### src/rtl/hba_mailbox_pkg.sv
// Shared constants for the HBA mailbox: register offsets, CTRL/STATUS bit
// positions and the transfer-acknowledge state encoding.
package hba_mailbox_pkg;

  localparam int unsigned REG_CTRL     = 0;
  localparam int unsigned REG_STATUS   = 1;
  localparam int unsigned REG_TX_DATA  = 2;
  localparam int unsigned REG_RX_DATA  = 3;
  localparam int unsigned REG_RX_COUNT = 4;

  localparam int unsigned CTRL_RX_IE  = 0;
  localparam int unsigned CTRL_TXE_IE = 1;
  localparam int unsigned CTRL_CLR    = 7;

  localparam int unsigned ST_RX_EMPTY = 0;
  localparam int unsigned ST_RX_FULL  = 1;
  localparam int unsigned ST_TX_EMPTY = 2;
  localparam int unsigned ST_TX_FULL  = 3;
  localparam int unsigned ST_RX_OVF   = 4;
  localparam int unsigned ST_TX_OVF   = 5;

  typedef enum logic [1:0] {
    ACK_IDLE,
    ACK_ACTIVE,
    ACK_HOLD
  } ack_state_e;

endpackage

### src/rtl/hba_sync_fifo.sv
// Synchronous FIFO with first-word fall-through head, clear, and occupancy.
// A push into a full FIFO is accepted only when a pop happens the same cycle.
module hba_sync_fifo #(
  parameter int unsigned W  = 8,
  parameter int unsigned AW = 4
) (
  input  logic          clk,
  input  logic          rst_n,
  input  logic          clr,
  input  logic          push,
  input  logic          pop,
  input  logic [W-1:0]  wdata,
  output logic [W-1:0]  rdata,
  output logic [AW:0]   count
);

  localparam int unsigned DEPTH = 1 << AW;

  logic [W-1:0]  mem_q [DEPTH];
  logic [AW-1:0] wr_ptr_q, wr_ptr_d;
  logic [AW-1:0] rd_ptr_q, rd_ptr_d;
  logic [AW:0]   count_q, count_d;
  logic          full, empty, do_push, do_pop;

  assign full    = (count_q == (AW+1)'(DEPTH));
  assign empty   = (count_q == '0);
  assign do_pop  = pop & ~empty & ~clr;
  assign do_push = push & (~full | do_pop) & ~clr;
  assign rdata   = mem_q[rd_ptr_q];
  assign count   = count_q;

  // Pointer and occupancy next-state; clear overrides any push/pop.
  always_comb begin
    wr_ptr_d = wr_ptr_q;
    rd_ptr_d = rd_ptr_q;
    count_d  = count_q;
    if (clr) begin
      wr_ptr_d = '0;
      rd_ptr_d = '0;
      count_d  = '0;
    end else begin
      if (do_push) wr_ptr_d = wr_ptr_q + 1'b1;
      if (do_pop)  rd_ptr_d = rd_ptr_q + 1'b1;
      case ({do_push, do_pop})
        2'b10:   count_d = count_q + 1'b1;
        2'b01:   count_d = count_q - 1'b1;
        default: count_d = count_q;
      endcase
    end
  end

  // Pointer and occupancy registers.
  always_ff @(posedge clk or negedge rst_n) begin
    if (!rst_n) begin
      wr_ptr_q <= '0;
      rd_ptr_q <= '0;
      count_q  <= '0;
    end else begin
      wr_ptr_q <= wr_ptr_d;
      rd_ptr_q <= rd_ptr_d;
      count_q  <= count_d;
    end
  end

  // Storage array; contents are don't-care until written.
  always_ff @(posedge clk) begin
    if (do_push) mem_q[wr_ptr_q] <= wdata;
  end

endmodule

### src/rtl/hba_mailbox.sv
// HBA bus slave exposing a byte mailbox: TX FIFO (bus -> app), RX FIFO
// (app -> bus), control/status registers and a level interrupt.
module hba_mailbox
  import hba_mailbox_pkg::*;
#(
  parameter int unsigned DBUS_WIDTH        = 8,
  parameter int unsigned PERIPH_ADDR_WIDTH = 4,
  parameter int unsigned REG_ADDR_WIDTH    = 8,
  parameter int unsigned ADDR_WIDTH        = PERIPH_ADDR_WIDTH + REG_ADDR_WIDTH,
  parameter int unsigned PERIPH_ADDR       = 0,
  parameter int unsigned FIFO_AW           = 4
) (
  input  logic                  hba_clk,
  input  logic                  hba_reset_n,
  input  logic [ADDR_WIDTH-1:0] hba_abus,
  input  logic                  hba_rnw,
  input  logic                  hba_select,
  input  logic [DBUS_WIDTH-1:0] hba_dbus,
  output logic [DBUS_WIDTH-1:0] slave_dbus,
  output logic                  slave_xferack,
  output logic                  slave_interrupt,
  output logic [7:0]            app_tx_data,
  output logic                  app_tx_valid,
  input  logic                  app_tx_ready,
  input  logic [7:0]            app_rx_data,
  input  logic                  app_rx_valid
);

  ack_state_e                state_q, state_d;
  logic [REG_ADDR_WIDTH-1:0] reg_q, reg_d;
  logic                      rnw_q, rnw_d;
  logic [7:0]                wdata_q, wdata_d;
  logic [1:0]                ctrl_q, ctrl_d;
  logic                      rx_ovf_q, rx_ovf_d, tx_ovf_q, tx_ovf_d;
  logic                      irq_q, irq_d;

  logic              hit, ack, wr, rd;
  logic              sel_ctrl, sel_status, sel_tx, sel_rx, sel_cnt;
  logic              clr, tx_push, tx_pop, rx_push, rx_pop, stat_rd;
  logic [FIFO_AW:0]  tx_count, rx_count;
  logic              tx_full, tx_empty, rx_full, rx_empty;
  logic [7:0]        rx_head, status, rdata;

  assign hit = hba_select &
               (hba_abus[ADDR_WIDTH-1:REG_ADDR_WIDTH] == PERIPH_ADDR_WIDTH'(PERIPH_ADDR));

  // Ack FSM: one ack per transfer. A select still held after the ack parks
  // in HOLD so it is not seen as a fresh transfer.
  always_comb begin
    state_d = state_q;
    reg_d   = reg_q;
    rnw_d   = rnw_q;
    wdata_d = wdata_q;
    case (state_q)
      ACK_IDLE: if (hit) begin
        state_d = ACK_ACTIVE;
        reg_d   = hba_abus[REG_ADDR_WIDTH-1:0];
        rnw_d   = hba_rnw;
        wdata_d = hba_dbus;
      end
      ACK_ACTIVE: state_d = hba_select ? ACK_HOLD : ACK_IDLE;
      ACK_HOLD:   if (!hba_select) state_d = ACK_IDLE;
      default:    state_d = ACK_IDLE;
    endcase
  end

  assign ack        = (state_q == ACK_ACTIVE);
  assign wr         = ack & ~rnw_q;
  assign rd         = ack & rnw_q;
  assign sel_ctrl   = (reg_q == REG_ADDR_WIDTH'(REG_CTRL));
  assign sel_status = (reg_q == REG_ADDR_WIDTH'(REG_STATUS));
  assign sel_tx     = (reg_q == REG_ADDR_WIDTH'(REG_TX_DATA));
  assign sel_rx     = (reg_q == REG_ADDR_WIDTH'(REG_RX_DATA));
  assign sel_cnt    = (reg_q == REG_ADDR_WIDTH'(REG_RX_COUNT));

  assign tx_full  = tx_count[FIFO_AW];
  assign tx_empty = (tx_count == '0);
  assign rx_full  = rx_count[FIFO_AW];
  assign rx_empty = (rx_count == '0);

  assign clr     = wr & sel_ctrl & wdata_q[CTRL_CLR];
  assign tx_push = wr & sel_tx;
  assign tx_pop  = app_tx_valid & app_tx_ready;
  assign rx_push = app_rx_valid;
  assign rx_pop  = rd & sel_rx & ~rx_empty;
  assign stat_rd = rd & sel_status;

  hba_sync_fifo #(.W(8), .AW(FIFO_AW)) u_tx_fifo (
    .clk(hba_clk), .rst_n(hba_reset_n), .clr(clr), .push(tx_push), .pop(tx_pop),
    .wdata(wdata_q), .rdata(app_tx_data), .count(tx_count)
  );

  hba_sync_fifo #(.W(8), .AW(FIFO_AW)) u_rx_fifo (
    .clk(hba_clk), .rst_n(hba_reset_n), .clr(clr), .push(rx_push), .pop(rx_pop),
    .wdata(app_rx_data), .rdata(rx_head), .count(rx_count)
  );

  assign app_tx_valid = ~tx_empty;

  // Control, sticky overflow flags and interrupt next-state. A new overflow
  // beats a same-cycle STATUS read-clear; a FIFO clear beats both.
  always_comb begin
    ctrl_d = ctrl_q;
    if (wr && sel_ctrl) ctrl_d = {wdata_q[CTRL_TXE_IE], wdata_q[CTRL_RX_IE]};
    rx_ovf_d = rx_ovf_q;
    tx_ovf_d = tx_ovf_q;
    if (stat_rd) begin
      rx_ovf_d = 1'b0;
      tx_ovf_d = 1'b0;
    end
    if (rx_push && rx_full && !rx_pop) rx_ovf_d = 1'b1;
    if (tx_push && tx_full && !tx_pop) tx_ovf_d = 1'b1;
    if (clr) begin
      rx_ovf_d = 1'b0;
      tx_ovf_d = 1'b0;
    end
    irq_d = (ctrl_q[CTRL_RX_IE] & ~rx_empty) | (ctrl_q[CTRL_TXE_IE] & tx_empty);
  end

  // Read data mux; driven onto the bus only during the ack cycle.
  always_comb begin
    status = '0;
    status[ST_RX_EMPTY] = rx_empty;
    status[ST_RX_FULL]  = rx_full;
    status[ST_TX_EMPTY] = tx_empty;
    status[ST_TX_FULL]  = tx_full;
    status[ST_RX_OVF]   = rx_ovf_q;
    status[ST_TX_OVF]   = tx_ovf_q;
    rdata = '0;
    if (sel_ctrl)   rdata = {6'b0, ctrl_q};
    if (sel_status) rdata = status;
    if (sel_rx)     rdata = rx_empty ? 8'h00 : rx_head;
    if (sel_cnt)    rdata = 8'(rx_count);
  end

  assign slave_dbus      = ack ? rdata : '0;
  assign slave_xferack   = ack;
  assign slave_interrupt = irq_q;

  // Top-level state registers.
  always_ff @(posedge hba_clk or negedge hba_reset_n) begin
    if (!hba_reset_n) begin
      state_q  <= ACK_IDLE;
      reg_q    <= '0;
      rnw_q    <= 1'b0;
      wdata_q  <= '0;
      ctrl_q   <= '0;
      rx_ovf_q <= 1'b0;
      tx_ovf_q <= 1'b0;
      irq_q    <= 1'b0;
    end else begin
      state_q  <= state_d;
      reg_q    <= reg_d;
      rnw_q    <= rnw_d;
      wdata_q  <= wdata_d;
      ctrl_q   <= ctrl_d;
      rx_ovf_q <= rx_ovf_d;
      tx_ovf_q <= tx_ovf_d;
      irq_q    <= irq_d;
    end
  end

endmodule

### config.mk
export PLATFORM = sky130hd
export DESIGN_NAME = hba_mailbox
export DESIGN_NICKNAME = d
export VERILOG_FILES = /design/src/rtl/hba_mailbox_pkg.sv /design/src/rtl/hba_sync_fifo.sv /design/src/rtl/hba_mailbox.sv
export SDC_FILE = /design/constraint.sdc
export NUM_CORES = 1
export LEC_CHECK = 0
export ABC_AREA = 0
export CAP_MARGIN = 20
export CORE_MARGIN = 3
export CORE_UTILIZATION = 61
export CTS_BUF_LIST = sky130_fd_sc_hd__clkbuf_8
export CTS_CLUSTER_SIZE = 12
export DETAILED_ROUTE_END_ITERATION = 6
export GPL_ROUTABILITY_DRIVEN = 0
export GPL_TIMING_DRIVEN = 0
export MAX_ROUTING_LAYER = met4
export PLACE_DENSITY = 0.79
export SYNTH_ARGS = -nofsm -noshare
export SYNTH_HDL_FRONTEND = slang
export SYNTH_SLANG_ARGS = --single-unit
### constraint.sdc
create_clock -name hba_clk -period 8.55 [get_ports hba_clk]
set_clock_uncertainty 0.15 [all_clocks]
set_input_delay 1.2825 -clock hba_clk [delete_from_list [all_inputs] [get_ports hba_clk]]
set_output_delay 1.2825 -clock hba_clk [all_outputs]
set_load 0.005 [all_outputs]
==> metrics.txt <==
Hold Path End rnw_q; slew of the pin with the lowest slew margin 867 ps; Fin Setup TNS 0 ps; Primary FF master, synth edfxtp_1; share of layout cells above drive strength 1 16.1%; wirelength, routed 27,500 um; drt wl/cell 22.8 um; syn_nets 846; status finished, final reports clean; Post-CTS Setup Inserts 0; Hold Path Cell Cnt 2; Post-synth ARST share 16.3%; clk sinks 306; flip-flop and latch count after synthesis 306; Yosys top cell area share 59.4%; drt first pass iters 5; worst reg2reg setup slack 4930 ps; Yosys cell types 65; antenna violations before repair 0; Ports 53; chip height 152 um; Pleak 0.00527 uW; max-slew violations 0; gr ovfl total 0; CTS Buffer Depth 3; Die W 152 um; most frequent cells in the layout 256 x edfxtp_1, 106 x nand2_1, 56 x mux4_2; Synth area leaders edfxtp_1 59%, mux4_2 9.8%, dfrtp_1 9.7%; PortBufs 51; Post-synth EDFFs 256; Setup WS pre-CTS 4140 ps; fin crit period 5000 ps; relative max-transition margin 42.2%; Yosys top cell by area edfxtp_1; P&R area growth vs syn 13.4%; startpoint types flop; GRT Overall Usage 26.0%; post-synthesis sequential area ratio 69.1%; Vias 7,382; diodes inserted 0; Clk pin slew, worst setup/hold paths 70 ps; effective utilization at floorplan 62.9%; drt drc 0; maximum vdd ir drop 0.195 mV; Antenna Violating Nets Remaining 0; Setup violations, final 0; latest clock arrival within the worst-skew pair 550 ps; 1st-iter DRT viols 537; vias in the first global route 7,871; first-pass GRT wire length 43,300 um; worst r2r dst u_rx_fifo.count[4]; H-tree depth 2; Max Clock Freq 200 MHz; cells after synthesis 796; DIE AREA 23,000 um^2; fin nets 947; critical setup path kind flop to primary output; Rows 52; hold buffers post-CTS 0; crit path launch u_rx_fifo.rd_ptr_q[1]; cell area power density 269 nW/um^2; vias per cell 6.14; CTS Root Cell clkbuf_8; Worst Setup End Kind primary output; period utilization 58.4%; final hold violation count 0; RSZ-0062 raised after global routing no; Worst Path Required 7120 ps; fillcell total 1,324; reg2reg start reg_q[5]; Num CTS Buffers 47; CP max FO 10; worst min-delay path class flop to flop; DPL Wire Length 18,700 um; Worst R2R Path Depth 13; Max-Cap Viols 0; synthesized area 12,900 um^2; largest net degree at the start of global routing 32; Hold Startpoint rnw_q; Arr. time, crit path 3560 ps; syn_area_per_cell 16.2 um^2; Core ar. 20,600 um^2; Post-CTS Resized 0; TritonCTS clock tree built; Setup WS post-layout 3550 ps; YS warnings 0; most common cell after layout, fill and taps aside edfxtp_1
-- critical path, stage by stage, from the launching register on --
cell,delay (ps)
dfrtp_1,360
buf_1,420
clkbuf_1,560
mux4_2,430
mux4_2,480
inv_1,140
o221ai_1,120
clkdlybuf4s50_1,490
-- where the power goes --
| part | internal (uW) | switching, uW |
|---|---|---|
| logic | 405 | 509 |
| clock network | 584 | 545 |
| registers | 1780 | 125 |
| total | 2770 | 1180 |
-- worst max path at each step --
stage | slack, ps | to
2_1_floorplan | 5110 | slave_dbus[2]
3_3_place_gp | 4240 | slave_dbus[2]
3_5_place_dp | 4140 | slave_dbus[2]
4_1_cts | 3520 | slave_dbus[2]
5_1_grt | 3380 | slave_dbus[2]
6_report | 3550 | slave_dbus[1]
-- per-layer routing --
metal  track usage (%)  routed length [um]
met5                 -                   0
met4              11.3                1030
met3              5.29                1680
met2              42.4               14100
met1              32.0               10600
-- cells in the mapped netlist, types with 3 or more instances --
cell type,n
a21o_1,3
a21oi_1,15
a221oi_1,8
a22oi_1,11
a31oi_1,3
and2_1,38
buf_1,5
buf_2,11
clkbuf_1,16
dfrtp_1,50
edfxtp_1,256
ha_1,15
inv_1,19
mux2_2,3
mux2i_1,38
mux4_2,56
nand2_1,106
nand2b_1,5
nand3_1,12
nand4_1,5
nor2_1,25
nor2b_1,5
nor3_1,3
nor4_1,3
nor4b_2,3
o21ai_0,16
o221ai_1,4
o22ai_1,4
o2bb2ai_1,3
xnor2_1,3
xor2_1,10
-- cell families (layout without fill, tap and decap cells) --
| logic type | Yosys count | in the layout | share of synthesized area (%) |
|---|---|---|---|
| DFF | 306 | 306 | 69.1 |
| and+or+nand+nor | 222 | 222 | 8.68 |
| muxes | 97 | 97 | 13.0 |
| AOI/OAI and AO/OA | 85 | 85 | 4.69 |
| buffers and inverters | 57 | 194 | 2.06 |
| adders and majority gates | 16 | 16 | 1.61 |
| xor gates and xnor gates | 13 | 13 | 0.881 |
-- cell type report --
cell class / instances / area, um^2 / share of cell area, %
repair buffers: 52 / 526 / 3.58
clock buffers: 48 / 661 / 4.51
clock inverters: 37 / 208 / 1.42
multi-input cells: 433 / 3730 / 25.4
flip-flops and latches: 306 / 8940 / 61.0
plain buffers: 37 / 191 / 1.31
well taps: 270 / 338 / 2.30
inverters: 20 / 75.1 / 0.512
-- flip-flops by register name, summed over array words and instances, names as in the netlist, 2 cells and up --
| register | cells |
|---|---|
| ctrl_q | 2 |
| reg_q | 8 |
| state_q | 2 |
| u_rx_fifo.count | 5 |
| u_rx_fifo.mem_q | 128 |
| u_rx_fifo.rd_ptr_q | 4 |
| u_rx_fifo.wr_ptr_q | 4 |
| u_tx_fifo.count | 5 |
| u_tx_fifo.mem_q | 128 |
| u_tx_fifo.rd_ptr_q | 4 |
| u_tx_fifo.wr_ptr_q | 4 |
| wdata_q | 8 |
-- metrics by stage --
stage          util, %  instance area, um^2  power [uW]  std cells  hold WS, ps
6_report          71.3                14700        3940       1203          394
3_5_place_dp      67.1                13800        2840       1118          376
4_1_cts           71.3                14700        3960       1203          394
5_1_grt           71.3                14700        4140       1203          412
2_1_floorplan        -                12900        2480        796          315
3_3_place_gp      67.0                13800        2770       1117          361
(Power assumes the default switching activity.)
==> variant: new RTL, same settings <==
`wdata_q` no longer has a reset.
--- a/src/rtl/hba_mailbox.sv
+++ b/src/rtl/hba_mailbox.sv
@@ -143,7 +143,6 @@
       state_q  <= ACK_IDLE;
       reg_q    <= '0;
       rnw_q    <= 1'b0;
-      wdata_q  <= '0;
       ctrl_q   <= '0;
       rx_ovf_q <= 1'b0;
       tx_ovf_q <= 1'b0;
@@ -152,7 +151,6 @@
       state_q  <= state_d;
       reg_q    <= reg_d;
       rnw_q    <= rnw_d;
-      wdata_q  <= wdata_d;
       ctrl_q   <= ctrl_d;
       rx_ovf_q <= rx_ovf_d;
       tx_ovf_q <= tx_ovf_d;
@@ -160,5 +158,9 @@
     end
   end
 
+  always_ff @(posedge hba_clk) begin
+    wdata_q <= wdata_d;
+  end
+
 endmodule
 
Formal check against the unedited RTL: same outputs for any inputs over 4 cycles, from zero or initial values and one cycle with hba_reset_n low; that may be too few to reach the edited logic, so the function may still have changed.
==> variant against the unedited design <==
- first-iteration DRC count is 40% higher
- combinational power rose by 2.7%
- worst setup slack got worse by 0.10 ns
- area after synthesis up 0.19%
- core utilization is 0.21 points higher
- design area up 0.30%
- wire length decreased by 0.82%
- power decreased by 1.8%
- sequential cell count unchanged
- critical path type unchanged
- largest cell class unchanged
- largest power group unchanged
==> variant: results (changes against the unedited design) <==
{
  "placement": {
    "dpl.cell_count": {"value": 1099, "change": "-1.7%"},
    "place_worst_setup_slack": {"value": 4.00, "unit": "ns", "change": "-0.144 ns"},
    "detailed_place.area": {"value": 13800, "unit": "um2", "change": "+0.24%"}
  },
  "worst_setup_path": {
    "critical_path.max_stage_delay": {"value": 0.67, "unit": "ns", "change": "+0.11 ns"},
    "critPathSlowestCell": "sky130_fd_sc_hd__buf_1",
    "reg2reg_slack": {"value": 4.64, "unit": "ns", "change": "-0.29 ns"},
    "crit_arrival": {"value": 3.67, "unit": "ns", "change": "+0.11 ns"}
  },
  "logic_synthesis": {
    "adder_cell_fraction_of_synth_area": {"value": 1.60, "unit": "%", "change": "-0.0031 points"},
    "ys_seq_area_share": {"value": 69.3, "unit": "%", "change": "+0.18 points"},
    "synthesis.nets": {"value": 827, "change": "-2.2%"},
    "synth_compound_gate_area_share": {"value": 5.45, "unit": "%", "change": "+0.75 points"},
    "netlist_top_cells_count": "sky130_fd_sc_hd__edfxtp_1, sky130_fd_sc_hd__mux4_2, sky130_fd_sc_hd__nand2_1",
    "post_synthesis_async_set_or_reset_flop_share": {"value": 13.7, "unit": "%", "change": "-2.6 points"},
    "synth.lib_cells_used.distinct": {"value": 57, "change": "-12%"}
  },
  "route": {
    "drt-initial-drc-count": {"value": 750, "change": "+40%"},
    "met1Wirelength": {"value": 10500, "unit": "um", "change": "-1.0%"},
    "detailroute.wirelength.met2": {"value": 14200, "unit": "um", "change": "+0.55%"},
    "routed-wl-met3": {"value": 1810, "unit": "um", "change": "+7.9%"}
  },
  "layout": {
    "fillCellCount": {"value": 1305, "change": "-1.4%"}
  },
  "pwr": {
    "p_leak": {"value": 5.07, "unit": "nW", "change": "-3.7%"},
    "max-vdd-ir-drop": {"value": 0.000162, "unit": "V", "change": "-17%"}
  },
  "timing": {
    "fin_ws": {"value": 3.45, "unit": "ns", "change": "-0.104 ns"},
    "slew_headroom": {"value": 35.8, "unit": "%", "change": "-6.4 points"}
  },
  "grt": {
    "grt_pass1_wl": {"value": 42500, "unit": "um", "change": "-1.8%"}
  },
  "run_status": {
    "outcome": "finished clean"
  },
  "clocking": {
    "cts_made_buffers": {"value": 48, "change": "+2.1%"}
  }
}
## variant: cells by family (layout without fill, tap and decap cells)
logic type	Yosys count	after routing
flip-flops	306	306
AND/OR/NAND/NOR	203	203
AO/OA/AOI/OAI	102	102
multiplexers	83	83
buffers and inverters	55	194
adder cells (fa/ha/maj)	16	16
XOR/XNOR	12	12
## variant: worst min-delay path: stages, from the launching register on
cell	delay, ns
sky130_fd_sc_hd__dfrtp_1	0.35
sky130_fd_sc_hd__nand2_1	0.05
sky130_fd_sc_hd__nand2_1	0.05
## variant: cell type report
class	instances	area, um2	share of cell area (%)
plain buffers	35	140	0.953
repair buffers	52	533	3.62
multi-input cells	416	3760	25.6
clock inverters	34	150	1.02
well taps	270	338	2.30
inverters	20	75.1	0.510
clock buffers	53	729	4.96
flip-flops and latches	306	8980	61.1
## variant: path summary, 6_finish.rpt
path | depth (start not counted) | from | end
max | 7 | u_rx_fifo.rd_ptr_q[0]$_DFFE_PN0P_ | slave_dbus[3]
min | 2 | reg_q[6]$_DFFE_PN0P_ | reg_q[6]$_DFFE_PN0P_
max reg2reg | 12 | reg_q[5]$_DFFE_PN0P_ | u_rx_fifo.count[4]$_DFFE_PN0P_
min reg2reg | 2 | reg_q[6]$_DFFE_PN0P_ | reg_q[6]$_DFFE_PN0P_
max in group asynchronous | 2 | hba_reset_n | u_rx_fifo.count[2]$_DFFE_PN0P_
min in group asynchronous | 1 | hba_reset_n | u_tx_fifo.count[3]$_DFFE_PN0P_
## variant: metal layers
layer	vias to the layer above	global-route usage (%)
met1	3753	32.9
met5	-	-
li1	3288	-
met3	59	3.87
met4	0	9.16
met2	333	41.6
## variant: power breakdown
part | switching (W) | internal (W)
clock network | 0.000546 | 0.000570
logic | 0.000501 | 0.000438
registers | 0.0000831 | 0.00174
